`src/rtl/vga_fb_scaler.sv`:
```
// Purpose : read-side frame-buffer address generator and pixel formatter for a 640x480 VGA raster,
//           placing a CAM_W x CAM_H image at (X0,Y0) with 1x/2x/4x integer upscaling.
// Latency : fixed 2 clk from pos_x/pos_y to pixel_out/in_window (mem_addr after 1 clk).
// Backpressure: none; the raster is free-running, so every cycle produces one pixel.
//
// Ports:
//   clk, rst        pixel clock; asynchronous active-low reset
//   mode            scale select (0=1x, 1=2x, 2=4x, 3=1x), latched at raster (0,0)
//   pos_x, pos_y    next-pixel raster position from the VGA driver
//   mem_addr        frame-buffer read address (registered)
//   mem_data        frame-buffer read data, valid the cycle after mem_addr
//   pixel_out       image pixel or BORDER_COLOR
//   in_window       pixel_out carries image data
//   frame_start     one-cycle pulse after (0,0) is sampled
module vga_fb_scaler #(
  parameter int AW       = 15,
  parameter int DW       = 8,
  parameter int CAM_W    = 176,
  parameter int CAM_H    = 144,
  parameter int X0       = 0,
  parameter int Y0       = 0,
  parameter int SCREEN_X = 640,
  parameter int SCREEN_Y = 480,
  parameter logic [DW-1:0] BORDER_COLOR = '0
) (
  input  logic          clk,
  input  logic          rst,
  input  logic [1:0]    mode,
  input  logic [9:0]    pos_x,
  input  logic [8:0]    pos_y,
  output logic [AW-1:0] mem_addr,
  input  logic [DW-1:0] mem_data,
  output logic [DW-1:0] pixel_out,
  output logic          in_window,
  output logic          frame_start
);

  localparam int XROOM = SCREEN_X - X0;
  localparam int YROOM = SCREEN_Y - Y0;

  // Scale is held as a shift amount: 0=1x, 1=2x, 2=4x.
  logic [1:0]    sh_q, sh_d;
  logic [AW-1:0] col_q, col_d;
  logic [1:0]    rx_q, rx_d;
  logic [AW-1:0] row_base_q, row_base_d;
  logic [1:0]    ry_q, ry_d;
  logic [AW-1:0] mem_addr_q, mem_addr_d;
  logic          win_q, win_d;
  logic [DW-1:0] pixel_out_q, pixel_out_d;
  logic          in_window_q, in_window_d;
  logic          frame_start_q, frame_start_d;

  logic [15:0] px, py;
  logic [15:0] img_w, img_h, win_w, win_h;
  logic [1:0]  smax;
  logic        frame_origin, x_in, y_in, win;

  assign px           = 16'(pos_x);
  assign py           = 16'(pos_y);
  assign frame_origin = (pos_x == '0) && (pos_y == '0);

  always_comb begin
    sh_d = sh_q;
    if (frame_origin) begin
      case (mode)
        2'd1:    sh_d = 2'd1;
        2'd2:    sh_d = 2'd2;
        default: sh_d = 2'd0;
      endcase
    end

    case (sh_d)
      2'd0:    smax = 2'd0;
      2'd1:    smax = 2'd1;
      default: smax = 2'd3;
    endcase

    // Upscaled image size, clipped to the screen area right of / below the offset.
    img_w = 16'(CAM_W) << sh_d;
    img_h = 16'(CAM_H) << sh_d;
    win_w = (img_w > 16'(XROOM)) ? 16'(XROOM) : img_w;
    win_h = (img_h > 16'(YROOM)) ? 16'(YROOM) : img_h;

    x_in = (px >= 16'(X0)) && (px < 16'(X0) + win_w);
    y_in = (py >= 16'(Y0)) && (py < 16'(Y0) + win_h);
    win  = x_in && y_in;
  end

  always_comb begin
    row_base_d = row_base_q;
    ry_d       = ry_q;
    col_d      = col_q;
    rx_d       = rx_q;

    // Vertical counters advance once per line, at its first raster position.
    if (pos_x == '0) begin
      if (py == 16'(Y0)) begin
        row_base_d = '0;
        ry_d       = '0;
      end else if (y_in) begin
        if (ry_q == smax) begin
          ry_d       = '0;
          row_base_d = row_base_q + AW'(CAM_W);
        end else begin
          ry_d = ry_q + 2'd1;
        end
      end
    end

    if (px == 16'(X0)) begin
      col_d = '0;
      rx_d  = '0;
    end else if (win) begin
      if (rx_q == smax) begin
        rx_d  = '0;
        col_d = col_q + AW'(1);
      end else begin
        rx_d = rx_q + 2'd1;
      end
    end

    // Address comes from next-state counters so it lands one edge after pos.
    mem_addr_d    = win ? (row_base_d + col_d) : mem_addr_q;
    win_d         = win;
    pixel_out_d   = win_q ? mem_data : BORDER_COLOR;
    in_window_d   = win_q;
    frame_start_d = frame_origin;
  end

  always_ff @(posedge clk or negedge rst) begin
    if (!rst) begin
      sh_q          <= '0;
      col_q         <= '0;
      rx_q          <= '0;
      row_base_q    <= '0;
      ry_q          <= '0;
      mem_addr_q    <= '0;
      win_q         <= 1'b0;
      pixel_out_q   <= '0;
      in_window_q   <= 1'b0;
      frame_start_q <= 1'b0;
    end else begin
      sh_q          <= sh_d;
      col_q         <= col_d;
      rx_q          <= rx_d;
      row_base_q    <= row_base_d;
      ry_q          <= ry_d;
      mem_addr_q    <= mem_addr_d;
      win_q         <= win_d;
      pixel_out_q   <= pixel_out_d;
      in_window_q   <= in_window_d;
      frame_start_q <= frame_start_d;
    end
  end

  assign mem_addr    = mem_addr_q;
  assign pixel_out   = pixel_out_q;
  assign in_window   = in_window_q;
  assign frame_start = frame_start_q;

endmodule

```
`config.mk`:
```
export PLATFORM = sky130hd
export DESIGN_NAME = vga_fb_scaler
export DESIGN_NICKNAME = d
export VERILOG_FILES = /design/src/rtl/vga_fb_scaler.sv
export SDC_FILE = /design/constraint.sdc
export NUM_CORES = 1
export LEC_CHECK = 0
export ABC_AREA = 1
export BUFFER_PORTS_ARGS = -buffer_cell sky130_fd_sc_hd__buf_2
export CAP_MARGIN = 20
export CORE_AREA = 2 2 104 86
export CTS_CLUSTER_SIZE = 28
export DETAILED_ROUTE_END_ITERATION = 8
export DIE_AREA = 0 0 106 88
export PLACE_DENSITY = 0.72
export RECOVER_POWER = 100
export SLEW_MARGIN = 5
export SYNTH_ARGS = -nofsm -noshare
export SYNTH_HDL_FRONTEND = slang
export SYNTH_SLANG_ARGS = --single-unit
```
`constraint.sdc`:
```
create_clock -name clk -period 4.1 [get_ports clk]
set_clock_uncertainty 0.2 [all_clocks]
set_input_delay 0.205 -clock clk [delete_from_list [all_inputs] [get_ports clk]]
set_output_delay 0.205 -clock clk [all_outputs]
set_load 0.05 [all_outputs]
```
== Word-level counts from Yosys, hierarchy flattened ==
Index checks and enable logic that the tools add are counted.

* Register bits: 62
* Input bits: 31
* Output and inout port bits: 25
* Logic and storage cells: 59

* Add/subtract/negate cells: 5
* Order comparisons: 6
* Eq/ne operators: 5
* Shift-type cells: 2
* Mux-type cells: 19
* Reductions and logical operators: 12

{| class="wikitable"
|+ Operator list
! kind !! count
|-
| two-way mux 15 bit || 7
|-
| logical NOT 16 bit || 2
|-
| two-way mux 16 bit || 2
|-
| << shifter 8 x 2 -> 16 bit, first input constant || 2
|-
| greater-than comparator 16 x 10 -> 1 bit, second input constant || 1
|-
| greater-than comparator 16 x 9 -> 1 bit, second input constant || 1
|-
| less-than comparator 10 x 16 -> 1 bit || 1
|-
| less-than comparator 9 x 16 -> 1 bit || 1
|-
| adder 15 x 1 -> 15 bit, second input constant || 1
|-
| adder 15 bit || 1
|-
| adder 15 x 8 -> 15 bit, second input constant || 1
|-
| two-way mux 2 bit || 7
|-
| greater-or-equal comparator 10 x 1 -> 1 bit, second input constant || 1
|-
| logical NOT 10 bit || 1
|-
| greater-or-equal comparator 9 x 1 -> 1 bit, second input constant || 1
|-
| logical NOT 9 bit || 1
|-
| two-way mux 8 bit || 1
|-
| case mux 2 bit (2 select lines) || 2
|-
| adder 2 x 1 -> 2 bit, second input constant || 2
|-
| equality test 2 x 1 -> 1 bit, second input constant || 2
|-
| equality test 2 bit || 2
|-
| logical AND 1 bit || 4
|-
| nonzero test 2 bit || 2
|-
| equality test 2 bit, second input constant || 1
|-
| 2 further kinds || 2
|}

== Depth between registers and ports, before layout ==
* Depth after elaboration: 12
* Mapped depth: 36

== Least setup slack after synthesis ==
OpenSTA, ideal clock, no wires.

* Path kind: input to register
* Start: in pos_y[8]
* End: reg mem_addr_q[13] (netlist: mem_addr[13])
* Arrival: 4.558 ns
* Data required time: 3.782 ns
* Setup slack: -0.775 ns
* Stages on the path: 30
* Path buffers: 1
* Path through: nor2_1 -> nand3_1 -> nor2_4 -> nand2_4 -> nand2_2 -> nand2_4 -> inv_1 -> nand2_1 -> ha_1 -> or2_2 -> ha_1 -> a21oi_1 -> o21ai_0 -> o21ai_0 -> nand2_1 -> a21oi_4 -> nand3_4 -> buf_6 -> or2_2 -> nor3_1 -> nor3_1 -> ha_1 -> nand2_1 -> nand2_1 -> a21boi_0 -> nor2_1 -> a2111oi_0 -> nand3_1 -> nand3_1 -> nand2_1

* Word-level cells in the longest chain between the ends: 12
* Elaborated cells between the ends (all ways): 29
* Those cells by class: add/sub: 1; order compare: 5; eq/ne: 3; shift: 2; mux: 11; reduce/logical: 7

{| class="wikitable"
|+ Ends and longest elaborated chain
! item !! line !! source
|-
| start, declared || 30 || <nowiki>input logic [8:0] pos_y,</nowiki>
|-
| logical NOT 9 bit * || 60 || <nowiki>assign frame_origin = (pos_x == '0) && (pos_y == '0);</nowiki>
|-
| logical AND 1 bit * || 60 ||
|-
| two-way mux 2 bit * || 64 || <nowiki>if (frame_origin) begin</nowiki>
|-
| << shifter 8 x 2 -> 16 bit * || 79 || <nowiki>img_w = 16'(CAM_W) << sh_d;</nowiki>
|-
| via img_w[8] || 54 || <nowiki>logic [15:0] img_w, img_h, win_w, win_h;</nowiki>
|-
| greater-than comparator 16 x 10 -> 1 bit || 81 || <nowiki>win_w = (img_w > 16'(XROOM)) ? 16'(XROOM) : img_w;</nowiki>
|-
| two-way mux 16 bit * || 81 ||
|-
| less-than comparator 10 x 16 -> 1 bit * || 84 || <nowiki>x_in = (px >= 16'(X0)) && (px < 16'(X0) + win_w);</nowiki>
|-
| logical AND 1 bit * || 84 ||
|-
| logical AND 1 bit * || 86 || <nowiki>win = x_in && y_in;</nowiki>
|-
| two-way mux 15 bit * || 113 || <nowiki>end else if (win) begin</nowiki>
|-
| two-way mux 15 bit * || 110 || <nowiki>if (px == 16'(X0)) begin</nowiki>
|-
| via col_d[6] || 43 || <nowiki>logic [AW-1:0] col_q, col_d;</nowiki>
|-
| adder 15 bit * || 123 || <nowiki>mem_addr_d = win ? (row_base_d + col_d) : mem_addr_q;</nowiki>
|-
| end signal, assigned || 148 || <nowiki>mem_addr_q <= mem_addr_d;</nowiki>
|-
| end, declared || 47 || <nowiki>logic [AW-1:0] mem_addr_q, mem_addr_d;</nowiki>
|}

The timed path passes the listed nets; every way through them passes the cells marked *.
A chain may end at the register's enable or synchronous reset.

== Final worst setup path ==
* Start: in pos_x[4]
* End: reg mem_addr_q[11] (netlist: mem_addr[11])

* Word-level cells in the longest chain between the ends: 12
* Elaborated cells between the ends (all ways): 29
* Those cells by class: add/sub: 1; order compare: 5; eq/ne: 3; shift: 2; mux: 11; reduce/logical: 7

{| class="wikitable"
|+ Ends and longest elaborated chain
! item !! line !! source
|-
| start, declared || 29 || <nowiki>input logic [9:0] pos_x,</nowiki>
|-
| logical NOT 10 bit * || 60 ||
|-
| logical AND 1 bit * || 60 ||
|-
| two-way mux 2 bit * || 64 ||
|-
| << shifter 8 x 2 -> 16 bit * || 79 ||
|-
| via img_w[8] || 54 ||
|-
| greater-than comparator 16 x 10 -> 1 bit || 81 ||
|-
| two-way mux 16 bit * || 81 ||
|-
| less-than comparator 10 x 16 -> 1 bit * || 84 ||
|-
| logical AND 1 bit * || 84 ||
|-
| logical AND 1 bit * || 86 ||
|-
| two-way mux 15 bit * || 113 ||
|-
| two-way mux 15 bit * || 110 ||
|-
| via col_d[6] || 43 ||
|-
| adder 15 bit * || 123 ||
|}

Marks and branches as above.

==> results.toml <==
[floorplanning]
fp-row-count = 30
initial_core_util = 0.488
die_x_um = 106
core_area_mm2 = 0.00830
die_h_um = 88
fp.dieArea_mm2 = 0.00933
io_pins = 56

[clock_network]
cts_root_buf = "clkbuf_8"
cts_max_level = 3
clkSlewWorstSetupHoldPaths_ps = 70
cts_tree = "done"
clock_latency_ps = 360
cts.sinks = 62
cts_buffer_depth = 2
numCtsBuffers = 9

[timing]
slew_violations = 0
tightest_slew_ps = 672
rsz0062_at_grt = "yes"
period_needed_ps = 4440
hold_violations = 0
fmax_mhz = 225
setup_viol = 11
fin_crit_sh = 1.08
worst_slack_ps = -340
setup_tns_ps = -2190
relSlewSlack = 0.552

[place]
finalWeightedCongestion = 0.859
post_dp_cell_area_mm2 = 0.00516
preCtsSetupSlack_ps = -687
portBuffers = 55
hpwl_mm = 7.85
place_inst = 766

[route]
wl_mm = 13.3
dr.first_iter.drc_count = 234
drt_first_pass_iters = 5
route.vias.total = 4324
ant_nets = 0
drcViolationCount = 0
wl_per_cell_um = 16.2
vias_per_cell = 5.29

[logic_synthesis]
syn_avg_cell_area_um2 = 7.77
synthCells = 521
syn_nets = 582
yosys_most_used_dff = "dfrtp_1"
synth_area_mm2 = 0.00405
ys_types = 47
synth_edf_count = 0
synth-async-reset-ratio = 1.00
yosysWarnings = 0
synth-seq-cells = 62
ys_seq_area_frac = 0.383

[worst_setup_path]
required_ps = 4190
r2r_cells = 29
crit_path_start_kind = "input port"
worstReg2RegStart = "sh_q[0]$_DFF_PN0_"
slowest_delay_ps = 320
r2r_end = "mem_addr[11]$_DFFE_PN0N_"
end_kind = "flip-flop"
worstPathMaxFanout = 7
crit_path_top_delay_cell = "ha_1"
cp_data_arrival_time_ps = 4530
crit_top_cell = "nand2_1"
rrSetupSlack_ps = -290
path_class = "in2reg"

[min_path]
worstHoldEndpoint = "sh_q[0]$_DFF_PN0_"
min_path_cells = 5
hold_start = "mode[0]"
hold_class = "in2reg"

[global_route]
grt_max_degree = 35
grt_overflow = 0
grt_pass1_wl_mm = 19.2
antenna_found_initial = 0
first_global_vias = 4191
grt_usage = 0.262

[cells_and_area]
syn_to_final_growth_pct = 55.8
nFillCells = 533
n_antenna_cell = 0
nNetsFinal = 762
fin_cells = 818
final_common_cell = "buf_4"
final_cell_mix = "buf_4 (105), nand2_1 (96), inv_1 (73)"
design_area_mm2 = 0.00631
drive_above_1_share = 0.466
final_util = 0.760

[run]
maxCapViolCount = 0

[outcome]
status = "complete, but fails checks"
violations = "setup timing"

[power]
total_leakage_power_nw = 3.26
power_density_mw_per_mm2 = 429
peakVddDrop_v = 0.000547
-- what timing repair did --
action	in CTS	in global routing
setup buffers	10	19
hold endpoints to repair	36	0
hold buffers	9	0
gates resized for setup	49	95
pin swaps	33	77
setup endpoints to repair	10	13
-- logic make-up after synthesis --
group	count (synthesis)	synth area share
buf+inv	93	0.0918
compound gates	75	0.114
fa+ha+maj	30	0.0927
simple gates	256	0.307
flops	62	0.383
xor+xnor	5	0.0108
-- per-layer routing --
metal  global-route usage  wire (um)
met5                    0          0
met3               0.0655        698
met1                0.316       5320
met4               0.0837        334
met2                0.467       6920
-- cells in the mapped netlist (6+ instances only) --
| library cell | count | share of area |
|---|---|---|
| a21oi_1 | 29 | 0.036 |
| dfrtp_1 | 62 | 0.38 |
| ha_1 | 30 | 0.093 |
| inv_1 | 80 | 0.074 |
| nand2_1 | 114 | 0.11 |
| nand2_2 | 6 | 0.0093 |
| nand3_1 | 31 | 0.038 |
| nand4_1 | 9 | 0.014 |
| nor2_1 | 47 | 0.044 |
| nor2_2 | 6 | 0.0093 |
| nor3_1 | 17 | 0.021 |
| o21ai_0 | 16 | 0.020 |
-- state kept, by name, indices dropped and copies added, names as in the netlist --
| register | cells |
|---|---|
| col_q | 15 |
| mem_addr | 15 |
| frame_start | 1 |
| in_window_d | 1 |
| row_base_q | 15 |
| in_window | 1 |
| rx_q | 2 |
| pixel_out | 8 |
| sh_q | 2 |
| ry_q | 2 |
-- area by class of cell --
type | count | area [um^2] | share of cell area
timing repair buffer | 177 | 1330 | 0.210
multi-input combinational | 366 | 2740 | 0.435
clock inverter | 7 | 96.3 | 0.0153
sequential | 62 | 1550 | 0.246
clock buffer | 9 | 124 | 0.0196
inverter | 85 | 327 | 0.0518
tap | 112 | 140 | 0.0222
-- through the flow --
step | hold slack, ps | total power [W]
6_report | 65.7 | 0.00271
5_1_grt | 74.7 | 0.00284
4_1_cts | 25.2 | 0.00245
3_5_place_dp | 77.0 | 0.00175
3_3_place_gp | 56.4 | 0.00173
2_1_floorplan | -291 | 0.00141
-- power by group --
| part | leakage, nW | internal [W] | switching, W |
|---|---|---|---|
| clock | 0.102 | 0.000343 | 0.000273 |
| combinational | 2.41 | 0.000523 | 0.000803 |
| sequential | 0.739 | 0.000703 | 0.0000616 |
| total | 3.26 | 0.00157 | 0.00114 |
-- worst max-delay path by stage --
stage / cells after the start / end / slack (ps) / startpoint
2_1_floorplan: 33 / mem_addr[14]$_DFFE_PN0N_ / -360 / pos_y[7]
3_3_place_gp: 32 / mem_addr[14]$_DFFE_PN0N_ / -500 / pos_x[7]
3_5_place_dp: 31 / mem_addr[14]$_DFFE_PN0N_ / -690 / pos_x[1]
4_1_cts: 31 / mem_addr[11]$_DFFE_PN0N_ / -90 / pos_y[4]
5_1_grt: 36 / mem_addr[11]$_DFFE_PN0N_ / -580 / pos_y[4]
6_report: 33 / mem_addr[11]$_DFFE_PN0N_ / -340 / pos_x[4]
-- worst max-delay path: cells and delay by family --
family / cells / cell delay (ps)
compound gates: 6 / 830
simple gates: 19 / 2160
buf+inv: 5 / 590
fa+ha+maj: 3 / 770
Note: power is estimated with default switching activity, not from simulation.
